==> src/rtl/shutter_sync_ctrl.sv <==
// -----------------------------------------------------------------------------
// shutter_sync_ctrl
//   Receiver-side timing core for RF shutter glasses. Measures the spacing of
//   frame-start sync pulses, locks to a stable frame period, and generates
//   left/right shutter timing with dead time around each half-frame boundary.
//   While locked it flywheels through missing pulses. The LCD terminal drive is
//   AC-balanced from a synchronised 1 kHz square wave.
//
// Ports
//   clk        in   system clock
//   rst        in   synchronous, active-high reset
//   sync_pe    in   one-cycle sync pulse (frame start, left eye), clk domain
//   ac_sq      in   1 kHz square wave, asynchronous; 2-flop synchronised here
//   shut_l     out  1 = left lens opaque
//   shut_r     out  1 = right lens opaque
//   lcd_l      out  left LCD terminal pair
//   lcd_r      out  right LCD terminal pair
//   locked     out  1 while in LOCKED
//   period     out  current locked period; 0 until the first lock
//   dbg_state  out  FSM state (0 SEARCH, 1 ACQUIRE, 2 LOCKED)
// -----------------------------------------------------------------------------
module shutter_sync_ctrl #(
   parameter int CNT_W      = 16,
   parameter int MIN_PERIOD = 80,
   parameter int MAX_PERIOD = 120,
   parameter int TOL        = 2,
   parameter int LOCK_COUNT = 4,
   parameter int MISS_MAX   = 3,
   parameter int DEAD       = 5
) (
   input  logic             clk,
   input  logic             rst,
   input  logic             sync_pe,
   input  logic             ac_sq,
   output logic             shut_l,
   output logic             shut_r,
   output logic [1:0]       lcd_l,
   output logic [1:0]       lcd_r,
   output logic             locked,
   output logic [CNT_W-1:0] period,
   output logic [1:0]       dbg_state
);

   localparam int MATCH_W = $clog2(LOCK_COUNT + 1);
   localparam int MISS_W  = $clog2(MISS_MAX + 1);

   localparam logic [MATCH_W-1:0] LOCK_N = MATCH_W'(LOCK_COUNT);
   localparam logic [MISS_W-1:0]  MISS_N = MISS_W'(MISS_MAX);
   localparam logic [CNT_W:0]     MIN_M  = (CNT_W + 1)'(MIN_PERIOD);
   localparam logic [CNT_W:0]     MAX_M  = (CNT_W + 1)'(MAX_PERIOD);
   localparam logic [CNT_W:0]     TOL_M  = (CNT_W + 1)'(TOL);
   localparam logic [CNT_W-1:0]   DEAD_C = CNT_W'(DEAD);

   typedef enum logic [1:0] {
      SEARCH  = 2'd0,
      ACQUIRE = 2'd1,
      LOCKED  = 2'd2
   } state_t;

   state_t               state_q, state_d;
   logic [CNT_W-1:0]     cnt_q, cnt_d;
   logic [CNT_W-1:0]     ref_q, ref_d;
   logic [CNT_W-1:0]     phase_q, phase_d;
   logic [CNT_W-1:0]     period_q, period_d;
   logic [MATCH_W-1:0]   match_q, match_d;
   logic [MISS_W-1:0]    miss_q, miss_d;

   logic                 ac_meta_q, ac_s_q;
   logic                 shut_l_q, shut_l_d, shut_r_q, shut_r_d;
   logic [1:0]           lcd_l_q, lcd_l_d, lcd_r_q, lcd_r_d;

   // Spacing measurement carried one bit wider so a saturated counter still
   // yields a correct (out-of-range) spacing and the difference cannot wrap.
   logic [CNT_W:0]       m_w, ref_w, diff_w;
   logic                 valid, consistent;
   logic [CNT_W-1:0]     half;
   logic                 open_l, open_r;

   always_comb begin
      m_w        = {1'b0, cnt_q} + (CNT_W + 1)'(1);
      // While locked the reference is the tracked period itself.
      ref_w      = {1'b0, (state_q == LOCKED) ? period_q : ref_q};
      diff_w     = (m_w >= ref_w) ? (m_w - ref_w) : (ref_w - m_w);
      valid      = (m_w >= MIN_M) && (m_w <= MAX_M);
      consistent = valid && (diff_w <= TOL_M);
   end

   always_comb begin
      state_d  = state_q;
      cnt_d    = (cnt_q == '1) ? cnt_q : cnt_q + CNT_W'(1);
      ref_d    = ref_q;
      phase_d  = phase_q;
      period_d = period_q;
      match_d  = match_q;
      miss_d   = miss_q;

      if (sync_pe) cnt_d = '0;

      case (state_q)
         SEARCH: begin
            if (sync_pe) begin
               state_d = ACQUIRE;
               match_d = '0;
            end
         end
         ACQUIRE: begin
            if (sync_pe) begin
               if (!valid) begin
                  state_d = SEARCH;
               end else begin
                  ref_d = m_w[CNT_W-1:0];
                  // A valid but inconsistent spacing starts a new run of one.
                  if ((match_q == '0) || consistent) match_d = match_q + MATCH_W'(1);
                  else                               match_d = MATCH_W'(1);
                  if (match_d == LOCK_N) begin
                     state_d  = LOCKED;
                     period_d = m_w[CNT_W-1:0];
                     phase_d  = '0;
                     miss_d   = '0;
                  end
               end
            end
         end
         LOCKED: begin
            phase_d = phase_q + CNT_W'(1);
            // Inconsistent pulses fall through to the flywheel path untouched.
            // A good pulse on the wrap cycle takes priority over counting a miss.
            if (sync_pe && consistent) begin
               phase_d  = '0;
               miss_d   = '0;
               period_d = m_w[CNT_W-1:0];
            end else if (phase_q == period_q - CNT_W'(1)) begin
               phase_d = '0;
               miss_d  = miss_q + MISS_W'(1);
               if (miss_d == MISS_N) state_d = SEARCH;
            end
         end
         default: state_d = SEARCH;
      endcase
   end

   always_comb begin
      half     = period_q >> 1;
      open_l   = (phase_q >= DEAD_C) && (phase_q < half);
      open_r   = (phase_q >= half + DEAD_C) && (phase_q < period_q);
      shut_l_d = (state_q == LOCKED) && !open_l;
      shut_r_d = (state_q == LOCKED) && !open_r;
      lcd_l_d  = shut_l_q ? {ac_s_q, ~ac_s_q} : {ac_s_q, ac_s_q};
      lcd_r_d  = shut_r_q ? {ac_s_q, ~ac_s_q} : {ac_s_q, ac_s_q};
   end

   // Synchroniser is deliberately unreset so the LCD drive keeps following
   // the square wave while reset is held.
   always_ff @(posedge clk) begin
      ac_meta_q <= ac_sq;
      ac_s_q    <= ac_meta_q;
   end

   always_ff @(posedge clk) begin
      if (rst) begin
         state_q  <= SEARCH;
         cnt_q    <= '0;
         ref_q    <= '0;
         phase_q  <= '0;
         period_q <= '0;
         match_q  <= '0;
         miss_q   <= '0;
         shut_l_q <= 1'b0;
         shut_r_q <= 1'b0;
         lcd_l_q  <= {ac_s_q, ac_s_q};
         lcd_r_q  <= {ac_s_q, ac_s_q};
      end else begin
         state_q  <= state_d;
         cnt_q    <= cnt_d;
         ref_q    <= ref_d;
         phase_q  <= phase_d;
         period_q <= period_d;
         match_q  <= match_d;
         miss_q   <= miss_d;
         shut_l_q <= shut_l_d;
         shut_r_q <= shut_r_d;
         lcd_l_q  <= lcd_l_d;
         lcd_r_q  <= lcd_r_d;
      end
   end

   assign shut_l    = shut_l_q;
   assign shut_r    = shut_r_q;
   assign lcd_l     = lcd_l_q;
   assign lcd_r     = lcd_r_q;
   assign locked    = (state_q == LOCKED);
   assign period    = period_q;
   assign dbg_state = state_q;

endmodule

==> config.mk <==
export PLATFORM = sky130hd
export DESIGN_NAME = shutter_sync_ctrl
export DESIGN_NICKNAME = d
export VERILOG_FILES = /design/src/rtl/shutter_sync_ctrl.sv
export SDC_FILE = /design/constraint.sdc
export NUM_CORES = 1
export LEC_CHECK = 0
export CAP_MARGIN = 20
export CORE_MARGIN = 2
export CORE_UTILIZATION = 30
export DETAILED_ROUTE_END_ITERATION = 7
export PLACE_DENSITY_LB_ADDON = 0.3
export SETUP_SLACK_MARGIN = 0.2
export SYNTH_ARGS = -nofsm -noshare
export SYNTH_HDL_FRONTEND = slang
export SYNTH_SLANG_ARGS = --single-unit
==> constraint.sdc <==
create_clock -name clk -period 5.8 [get_ports clk]
set_input_delay 1.16 -clock clk [delete_from_list [all_inputs] [get_ports clk]]
set_output_delay 1.16 -clock clk [all_outputs]
set_load 0.03 [all_outputs]
==> impl_metrics.py <==
metrics = {
    "setup_path": {
        "arrival_ps": 5430,
        "cp_slowest_cell": "o311a_2",
        "path_cells": "ha_1 -> nand3_1 -> buf_4 -> xnor2_1 -> inv_1 -> ha_1 -> and3_1 -> o21ai_1 -> a21oi_2 -> nor2_1 -> o311a_2 -> a2111o_1 -> o32ai_2 -> and3_1 -> a31oi_1 -> nand2_1 -> a21o_1 -> buf_4 -> a21oi_1",
        "r2r_end": "phase_q[13]",
        "cp_num_buf_inv": 3,
        "cp_top_family": "compound AO/OA/AOI/OAI gates",
        "rr_startpoint": "cnt_q[0]",
        "end_kind": "flip-flop",
        "start_kind": "flip-flop",
        "cpPeakStageDelay_ps": 520,
        "rrSetupSlack_ps": 600,
        "critPathKind": "flip-flop to flip-flop",
        "path_max_fanout": 9,
        "critical_path_required_ps": 6030,
        "r2r_cells": 19,
    },
    "synthesis": {
        "synth_nets": 1005,
        "synth_area_leader_cell": "dfxtp_1",
        "synth_area_leaders": "dfxtp_1, ha_1, xnor2_1",
        "postSynthAreaPerCell_um2": 7.93,
        "synthCells": 908,
        "yosys_warnings": 0,
        "yosysSeqAreaShare_pct": 21.7,
        "synth_area_um2": 7200,
        "synth_cell_types": 76,
        "ys_seq_elements": 78,
        "synth.top_cell.area_share_pct": 21.7,
        "postSynth.asyncResetShare_pct": 0,
        "synth_edf_count": 0,
        "ys.flop_type": "dfxtp_1",
    },
    "clocking": {
        "clk_path_buf_depth": 2,
        "post_cts_buffers": 0,
        "cts.clk_slew.worst_paths_ps": 60,
        "cts_max_level": 3,
        "root_buffer": "clkbuf_16",
        "cts_sinks": 78,
        "clk_latency_ps": 350,
        "numCtsBuffers": 9,
        "cts_tree": "yes",
    },
    "timing": {
        "layout_min_cycle_time_ps": 5200,
        "period_share_pct": 89.6,
        "fin_skew_ps": 6.31,
        "max_freq_ghz": 0.192,
        "hold_ws_ps": 327,
        "slew_viol_final": 0,
        "slew-limit-headroom_pct": 40.0,
        "worst_slew_pin_slew_ps": 893,
        "finalSetupTns_ps": 0,
        "setup_viol": 0,
        "rsz0062_at_grt": "false",
        "hold_viol_final": 0,
    },
    "final_layout": {
        "final_cell_mix": "ha_1, dfxtp_1, a21oi_1",
        "final_common_cell": "ha_1",
        "antenna_cells": 0,
        "drive_gt1_share_pct": 7.32,
        "final_cells": 1234,
        "fin_nets": 1008,
        "area_growth_pct": 12.4,
        "final_core_util_pct": 34.4,
    },
    "power_and_ir_drop": {
        "total_power_w": 0.00161,
        "comb_power_share_pct": 27.3,
        "p_int_w": 0.00108,
        "p_clk_share_pct": 35.4,
        "seqPwrFrac_pct": 37.3,
        "sw_frac_of_total_pct": 33.1,
        "power_density_nw_per_um2": 199,
        "ir_drop_mv": 0.139,
        "p_sw_w": 0.000532,
        "p_leak_nw": 3.32,
    },
    "grt": {
        "antenna_found_initial": 0,
        "grt_pass1_wl_um": 32700,
        "grt_max_degree": 31,
        "globalRouteOverflowTotal": 0,
        "track_usage_pct": 15.9,
        "grt_pass1_vias": 6181,
    },
    "hold_path": {
        "hold_end": "ac_s_q",
        "min_path_cells": 0,
        "hp-class": "flip-flop to flip-flop",
        "holdCritStartpoint": "ac_meta_q",
    },
    "outcome": {
        "outcome": "finished clean",
    },
    "detailed_routing": {
        "drtAntennaViolNets": 0,
        "wire_per_inst_um": 16.5,
        "routed_wl_um": 20400,
        "first_pass_iters": 5,
        "via_per_inst": 5.30,
        "drc": 0,
        "drt_iter0_markers": 519,
        "vias": 6540,
    },
    "floorplan": {
        "coreArea_um2": 23500,
        "die_area_um2": 25300,
        "io_pins": 29,
        "rows": 56,
        "fp.dieW_um": 159,
        "die_h_um": 159,
        "initial_core_util_pct": 30.6,
    },
    "placement": {
        "dp_cells": 1219,
        "hpwl_um": 15900,
        "gp_congestion": 0.878,
        "io_buffer_count": 28,
    },
    "run": {
        "maxCapViolCount": 0,
    },
}
[power by group through the flow]
stage / clock [W] / combinational, W / sequential [W]
floorplan: 0 / 0.000317 / 0.000614
global placement: 0 / 0.000435 / 0.000612
detailed placement: 0 / 0.000439 / 0.000612
CTS: 0.000583 / 0.000442 / 0.000600
global route: 0.000605 / 0.000491 / 0.000605
finish: 0.000569 / 0.000439 / 0.000600
[synthesized netlist by cell type (10+ instances only)]
master and n:
nor2b_1 10, ha_1 91, inv_1 72, and3_1 10
a21oi_1 76, a31oi_1 11, xnor2_1 47, nand2_1 53
clkbuf_1 34, nand2b_1 13, nor3_1 26, a211oi_1 21
mux2_2 11, o21a_1 16, a21o_1 27, and2_1 13
nor2_1 56, o21ai_0 40, nand4_1 16, xor2_1 17
dfxtp_1 78, nand3_1 26
[layer usage]
layer | up-vias | part of all wire, % | track usage [%]
li1 | 3262 | - | -
met1 | 3079 | 47 | 21.1
met2 | 172 | 47 | 26.5
met3 | 27 | 4.7 | 2.84
met4 | 0 | 1.6 | 4.67
met5 | - | 0 | 0
[flip-flops by register name, summed over array words and instances (netlist names), 2 cells and up]
signal and flops:
cnt_q 16, miss_q 2, match_q 3, lcd_l 2, period 16, phase_q 16, ref_q 16, dbg_state 2
[worst reg2reg max path: cells and delay by family, from the launching register on]
kind	cells	cell delay (ps)
AO/OA/AOI/OAI	8	2140
AND/OR/NAND/NOR	5	990
adder cells (fa/ha/maj)	2	680
buffers and inverters	3	580
flip-flops	1	470
XOR/XNOR	1	210
[metrics by stage]
stage          setup WS, ps  instance area, um^2
3_5_place_dp            372                 7780
4_1_cts                 351                 8060
3_3_place_gp            524                 7780
2_1_floorplan           549                 7200
6_report                601                 8100
5_1_grt                 200                 8100
[cell type report]
type | instances | area [um^2]
inverter | 73 | 274
tap | 319 | 399
clock inverter | 6 | 62.6
multi-input combinational | 708 | 5190
timing repair buffer | 41 | 382
sequential | 78 | 1560
fill | 2531 | 15400
clock buffer | 9 | 225
[kinds of logic after synthesis]
family | synth area share, %
simple gates | 20.1
compound gates | 23.7
buf+inv | 6.69
fa+ha+maj | 16.4
flops | 21.7
xor+xnor | 8.01
mux | 3.44
[worst max path at each step]
stage,endpoint,depth (start not counted),slack (ps),from
floorplan,phase_q[2],18,550,dbg_state[1]
detailed placement,period[1],20,370,cnt_q[0]
finish,phase_q[13],19,600,cnt_q[0]
global route,phase_q[8],18,200,cnt_q[0]
global placement,phase_q[12],20,520,cnt_q[0]
CTS,period[1],20,350,cnt_q[0]
[timing repair]
action | CTS | global route
resized for setup | 0 | 9
hold buffers | 0 | 0
hold endpoints to repair | 0 | 0
endpoints found under the setup margin | 0 | 37
(Power assumes the default switching activity.)
